--- src/rtl/uart_rx.sv ---
// UART receiver: synchronises the serial line, detects the start edge, samples
// start/data/[parity]/stop on the baud generator's mid-bit strobe and presents
// the byte in a one-deep holding register with a valid/ready handshake.
// Optional feature macro: UART_RX_PARITY_EN adds one parity bit after the data.
module uart_rx #(
    parameter int unsigned DATA_BITS   = 8,
    parameter int unsigned SYNC_STAGES = 2
) (
    input  logic       clk,
    input  logic       rst_n,
    input  logic       i_rx,
    input  logic       i_rx_strb,
    output logic       o_rx_strb_en,
    input  logic       i_parity_odd,
    output logic [7:0] o_data,
    output logic       o_valid,
    input  logic       i_ready,
    output logic       o_frame_err,
    output logic       o_parity_err,
    output logic       o_overrun,
    input  logic       i_clr_overrun,
    output logic       o_busy
);

    typedef enum logic [2:0] {
        StIdle,
        StStart,
        StData,
        StParity,
        StStop
    } state_e;

    state_e                 state_q, state_d;
    logic [SYNC_STAGES-1:0] sync_q;
    logic                   rx_prev_q;
    logic                   rx;
    logic [3:0]             bit_cnt_q, bit_cnt_d;
    logic [DATA_BITS-1:0]   shift_q, shift_d;
    logic                   complete;

    logic [7:0]             data_q, data_d;
    logic                   valid_q, valid_d;
    logic                   ferr_q, ferr_d;
    logic                   ovr_q, ovr_d;

`ifdef UART_RX_PARITY_EN
    logic                   perr_q, perr_d;    // parity result of frame in flight
    logic                   hperr_q, hperr_d;  // parity flag of held byte
`else
    logic                   unused_parity_odd;
    assign unused_parity_odd = i_parity_odd;
`endif

    assign rx = sync_q[SYNC_STAGES-1];

    // Line synchroniser and edge-detect history; idle-high after reset.
    always_ff @(posedge clk) begin
        if (!rst_n) begin
            sync_q    <= '1;
            rx_prev_q <= 1'b1;
        end else begin
            sync_q    <= {sync_q[SYNC_STAGES-2:0], i_rx};
            rx_prev_q <= rx;
        end
    end

    // Frame FSM and data shifter state.
    always_ff @(posedge clk) begin
        if (!rst_n) begin
            state_q   <= StIdle;
            bit_cnt_q <= '0;
            shift_q   <= '0;
        end else begin
            state_q   <= state_d;
            bit_cnt_q <= bit_cnt_d;
            shift_q   <= shift_d;
        end
    end

    // Next-state logic; strobes only matter once a start edge has been seen.
    always_comb begin
        state_d   = state_q;
        bit_cnt_d = bit_cnt_q;
        shift_d   = shift_q;
        complete  = 1'b0;
`ifdef UART_RX_PARITY_EN
        perr_d    = perr_q;
`endif
        unique case (state_q)
            StIdle: begin
                // Falling edge only, so a held-low (break) line never retriggers.
                if (rx_prev_q && !rx) begin
                    state_d = StStart;
                end
            end
            StStart: begin
                if (i_rx_strb) begin
                    if (!rx) begin
                        state_d   = StData;
                        bit_cnt_d = '0;
`ifdef UART_RX_PARITY_EN
                        perr_d    = 1'b0;
`endif
                    end else begin
                        state_d = StIdle;
                    end
                end
            end
            StData: begin
                if (i_rx_strb) begin
                    // LSB first: each new bit enters at the top and walks down.
                    shift_d = {rx, shift_q[DATA_BITS-1:1]};
                    if (bit_cnt_q == 4'(DATA_BITS - 1)) begin
`ifdef UART_RX_PARITY_EN
                        state_d = StParity;
`else
                        state_d = StStop;
`endif
                    end else begin
                        bit_cnt_d = bit_cnt_q + 4'd1;
                    end
                end
            end
            StParity: begin
`ifdef UART_RX_PARITY_EN
                if (i_rx_strb) begin
                    perr_d  = ((^shift_q) ^ rx) != i_parity_odd;
                    state_d = StStop;
                end
`else
                state_d = StIdle;
`endif
            end
            StStop: begin
                if (i_rx_strb) begin
                    complete = 1'b1;
                    state_d  = StIdle;
                end
            end
            default: state_d = StIdle;
        endcase
    end

    // Holding register and sticky overrun flag.
    always_ff @(posedge clk) begin
        if (!rst_n) begin
            data_q  <= '0;
            valid_q <= 1'b0;
            ferr_q  <= 1'b0;
            ovr_q   <= 1'b0;
`ifdef UART_RX_PARITY_EN
            perr_q  <= 1'b0;
            hperr_q <= 1'b0;
`endif
        end else begin
            data_q  <= data_d;
            valid_q <= valid_d;
            ferr_q  <= ferr_d;
            ovr_q   <= ovr_d;
`ifdef UART_RX_PARITY_EN
            perr_q  <= perr_d;
            hperr_q <= hperr_d;
`endif
        end
    end

    // Load on completion if the slot is free or being drained this cycle;
    // otherwise drop the new byte and flag overrun (set beats clear).
    always_comb begin
        data_d  = data_q;
        valid_d = valid_q;
        ferr_d  = ferr_q;
        ovr_d   = ovr_q;
`ifdef UART_RX_PARITY_EN
        hperr_d = hperr_q;
`endif
        if (i_clr_overrun) begin
            ovr_d = 1'b0;
        end
        if (complete) begin
            if (!valid_q || i_ready) begin
                data_d                  = '0;
                data_d[DATA_BITS-1:0]   = shift_q;
                ferr_d                  = ~rx;
                valid_d                 = 1'b1;
`ifdef UART_RX_PARITY_EN
                hperr_d                 = perr_q;
`endif
            end else begin
                ovr_d = 1'b1;
            end
        end else if (valid_q && i_ready) begin
            valid_d = 1'b0;
        end
    end

    assign o_rx_strb_en = (state_q == StIdle);
    assign o_busy       = (state_q != StIdle);
    assign o_data       = data_q;
    assign o_valid      = valid_q;
    assign o_frame_err  = ferr_q;
    assign o_overrun    = ovr_q;
`ifdef UART_RX_PARITY_EN
    assign o_parity_err = hperr_q;
`else
    assign o_parity_err = 1'b0;
`endif

endmodule
--- config.mk ---
export PLATFORM = sky130hd
export DESIGN_NAME = uart_rx
export DESIGN_NICKNAME = d
export VERILOG_FILES = /design/src/rtl/uart_rx.sv
export SDC_FILE = /design/constraint.sdc
export NUM_CORES = 1
export LEC_CHECK = 0
export ABC_CLOCK_PERIOD_IN_PS = 1500
export CAP_MARGIN = 30
export CELL_PAD_IN_SITES_DETAIL_PLACEMENT = 0
export CELL_PAD_IN_SITES_GLOBAL_PLACEMENT = 1
export CORE_ASPECT_RATIO = 1.75
export CORE_MARGIN = 2
export CORE_UTILIZATION = 35
export CTS_CLUSTER_DIAMETER = 60
export CTS_CLUSTER_SIZE = 24
export DETAILED_ROUTE_END_ITERATION = 6
export PLACE_DENSITY = 0.82
export SYNTH_ARGS = -nofsm -noshare
export SYNTH_HDL_FRONTEND = slang
export SYNTH_SLANG_ARGS = --single-unit
--- constraint.sdc ---
create_clock -name clk -period 1.5 [get_ports clk]
set_clock_uncertainty 0.1 [all_clocks]
set_input_delay 0.3 -clock clk [delete_from_list [all_inputs] [get_ports clk]]
set_output_delay 0.3 -clock clk [all_outputs]
set_load 0.03 [all_outputs]
Word-level counts from Yosys, hierarchy flattened
Cells that the tools add are included.
Storage, ports and cells
  register bits: 29
  input port bits: 7
  word-level logic and storage cells: 57
  output and inout bits: 14
Cells by class
  $add $sub $neg: 1
  equality and inequality tests: 12
  multiplexer cells: 20
  bitwise operators: 1
  reduce and logical (&&, ||, !) cells: 14
Operator list (count)
  $mux W4: 4
  $mux W3: 5
  $ne A2 B2 Y1 const B: 6
  $pmux W3 S4: 1
  $reduce_and A5 Y1: 2
  $mux W1: 8
  $pmux W4 S2: 1
  $reduce_and A2 Y1: 3
  $add A4 B1 Y4 const B: 1
  $eq A4 B3 Y1 const B: 1
  $ne A2 B1 Y1 const B: 2
  $reduce_bool A2 Y1: 2
  $eq A3 B1 Y1 const B: 1
  $eq A3 B2 Y1 const B: 1
  $eq A3 B3 Y1 const B: 1
  $logic_not A3 Y1: 1
  $reduce_bool A3 Y1: 1
  $logic_and A1 B1 Y1: 2
  $logic_not A1 Y1: 2
  $mux W2: 1
  $logic_or A1 B1 Y1: 1
  $not A1 Y1: 1

Logic depth before layout (Yosys ltp)
  depth after elaboration: 4
  mapped depth: 6
  mapped depth without buffers: 5

Worst setup path after synthesis
No wires, ideal clock.
  path kind: register to output
  from: register state_q[1]
  to: output port o_rx_strb_en
  arrival time: 1.172 ns
  stages on the path, launching flop included: 4
  path buffers: 1
  setup slack: -0.072 ns
  cells stage by stage: dfxtp_1 -> buf_6 -> or3_1 -> inv_1
On the way
  word-level cells in the longest chain between the ends: 1
Ends and longest elaborated chain
  start, declared: line 33  | state_e state_q, state_d;
  start signal, assigned: line 70  | state_q <= StIdle;
  start signal, assigned: line 74  | state_q <= state_d;
  $logic_not A3 Y1: line 197  | assign o_rx_strb_en = (state_q == StIdle);
  end, declared: line 13  | output logic o_rx_strb_en,
No other way between the ends.

Final worst setup path
  from: register state_q[1]
  to: output port o_busy
On the way
  word-level cells in the longest chain between the ends: 1
Ends and longest elaborated chain
  $reduce_bool A3 Y1: line 198  | assign o_busy = (state_q != StIdle);
  end, declared: line 22  | output logic o_busy
No other way between the ends.

==> results.cfg <==
[finish]
fillers = 337
antenna_cells = 0
syn_to_final_growth_pct = 32.7
multi_input_area_sq_um = 627
stdcell_count = 213
layout.nets = 175
regArea_sq_um = 582
drive_gt1_frac = 0.244

[pwr]
internal-power_w = 0.00114
irDropWorstVdd_mv = 0.518
swShare = 0.211
clkPwrFrac = 0.406
pwr-share-seq = 0.538
switchingPower_w = 0.000305
pwr-share-comb = 0.056
power_w = 0.00144
power_density_mw_per_mm2 = 862
p_leak_nw = 0.734

[logic_synthesis]
synthTopCellsByArea = dfxtp_1, nand2_1, mux2i_1, nor2b_1, a21boi_0
ys_seq_area_frac = 0.460
synth_mux_area_frac = 0.0635
postSynthAreaPerCell_sq_um = 9.63
netlist_instances = 131
synth_edf_count = 0
synth_top_cell_by_area = dfxtp_1
yosys_warnings = 0
synth_flop_cell = dfxtp_1
synth_xor_xnor_area_share = 0
netlist_top_cells_count = dfxtp_1, nand2_1, nor2b_1, a21boi_0, mux2i_1
yosysMostFrequentCell = dfxtp_1
ys_types = 42
synth_top_family_by_area = simple AND/OR/NAND/NOR gates
ys_ff_latch = 29
synth-compound-area-share = 0.138
async_flop_share = 0
syn_nets = 139
synth_fa_ha_area_frac = 0.00992
netlist_area_sq_mm = 0.00126
yosysTopAreaCellShare = 0.460
synth-simple-area-share = 0.262

[placement]
place_inst = 205
gp_congestion = 0.742
numPortBuffers = 18
hpwl_um = 1900

[global_routing]
antenna_found_initial = 0
grt_pass1_vias = 1064
track_usage = 0.136
grt_overflow = 0
grt_pass1_wl_um = 4380
grt_max_degree = 13

[route]
drt_iter0_markers = 18
routed_via_density = 4.80
drc_errors = 0
ant_nets = 0
routedWlPerCell_um = 11.3
wl_um = 2410
vias = 1022
firstDrtPassIters = 4

[clocking]
clk_root_buffer_cell = clkbuf_8
clockBufferDepth = 2
tritoncts = built
cts_sinks = 29
insertion_delay_ns = 0.27
cts_htree_levels = 2
numCtsBuffers = 5
clk_pin_slew_worst_paths_ns = 0.06
cts_setup_buffers = 0

[die]
io_pins = 21
die_x_um = 49.4
start_util = 0.371
rows = 28
die_y_um = 83.4
die_area_sq_mm = 0.00412
placeableCoreArea_sq_mm = 0.00340

[sta]
fin_crit_ns = 1.54
grt_setup_unrepaired = true
finalSetupViolCount = 2
final-hold-violation-count = 0
max_freq_ghz = 0.648
layout_setup_ws_ns = -0.0429
finalCritPeriodShare = 1.03
drv_slew = 0

[critical_path]
crit_path_top_delay_cell = or3_4
crit_family = simple AND/OR/NAND/NOR gates
required_ns = 1.10
critical_path.max_fanout = 2
end_kind = primary output
crit_chain = or3_4 -> buf_2
worstPathArrival_ns = 1.14
crit_buf_inv = 1
slowest_delay_ns = 0.38
crit_type = flip-flop to primary output
startpoint_type = flip-flop

[worst_hold_path]
hp-class = flip-flop to flip-flop

[job]
drv_cap = 0

[status]
status = finished with violations
violations = setup timing
## registers in the layout, summed over array words and instances (netlist names)
signal / flops
state_q: 3
bit_cnt_q: 4
sync_q: 2
o_overrun: 1
o_valid: 1
o_data: 8
shift_q: 8
o_frame_err: 1
rx_prev_q: 1
## cells in the final DEF (no fill, tap or decap), types with 2 or more instances in the layout
cell type	synthesis	final
clkdlybuf4s50_1	0	4
clkbuf_8	0	5
buf_6	2	3
nand4_1	2	2
buf_4	2	17
dfxtp_1	29	28
nor4b_1	2	2
mux2i_1	8	8
nand3_1	2	2
nor2b_1	12	12
inv_1	4	3
a21boi_0	8	8
clkinv_2	0	2
nand2_1	22	22
nor2_1	2	2
nand2b_1	4	3
dlygate4sd2_1	0	12
## timing repair
item,in CTS,in global routing
endpoints found under the setup margin,20,11
pin swaps,2,1
resized for setup,19,8
hold buffers,0,0
endpoints found under the hold margin,0,0
cloned,0,0
## layout make-up
class	instances	share of cell area
sequential	29	0.348
inverter	4	0.00897
multi-input combinational	90	0.374
tap	45	0.0336
clock buffer	6	0.0433
clock inverter	2	0.00598
timing repair buffer	37	0.186
## layer usage
metal	track usage	wire (um)	vias up
met2	0.254	1350	22
met3	0.0360	73	6
met1	0.125	905	478
li1	-	-	516
met4	0.0833	78	0
met5	0	0	-
## path summary, 6_finish.rpt
kind	start	to	slack, ns	depth (start not counted)
setup / recovery	state_q[1]	o_busy	-0.04	2
hold / removal	sync_q[0]	sync_q[1]	0.31	1
setup reg to reg	state_q[1]	o_data[7]	0.02	6
hold reg to reg	sync_q[0]	sync_q[1]	0.31	1
## power groups by stage
stage | clock network, W | registers, W | logic (W)
finish | 0.000586 | 0.000777 | 0.0000802
global route | 0.000643 | 0.000777 | 0.0000870
detailed placement | 0 | 0.000793 | 0.0000798
CTS | 0.000614 | 0.000776 | 0.0000796
global placement | 0 | 0.000794 | 0.0000785
floorplan | 0 | 0.000795 | 0.0000427
## cells by family after synthesis
kind of cell	Yosys count
AND/OR/NAND/NOR	57
flip-flops	29
AO/OA/AOI/OAI	23
buffers and inverters	12
multiplexers	8
adder cells (fa/ha/maj)	1
other	1
## stage by stage
| step | hold WS, ns | TNS (ns) | utilization | worst slack, ns | area [sq um] |
|---|---|---|---|---|---|
| after global routing | 0.333 | -0.254 | 0.493 | -0.0752 | 1670 |
| after detailed placement | 0.296 | -4.65 | 0.464 | -0.328 | 1580 |
| after CTS | 0.317 | -0.209 | 0.489 | -0.160 | 1660 |
| after floorplan | 0.286 | 0 | - | 0.0732 | 1270 |
| after global placement | 0.301 | -4.05 | 0.464 | -0.286 | 1580 |
| final | 0.311 | -0.0808 | 0.493 | -0.0429 | 1670 |
Power figures use the tool's default switching activity.
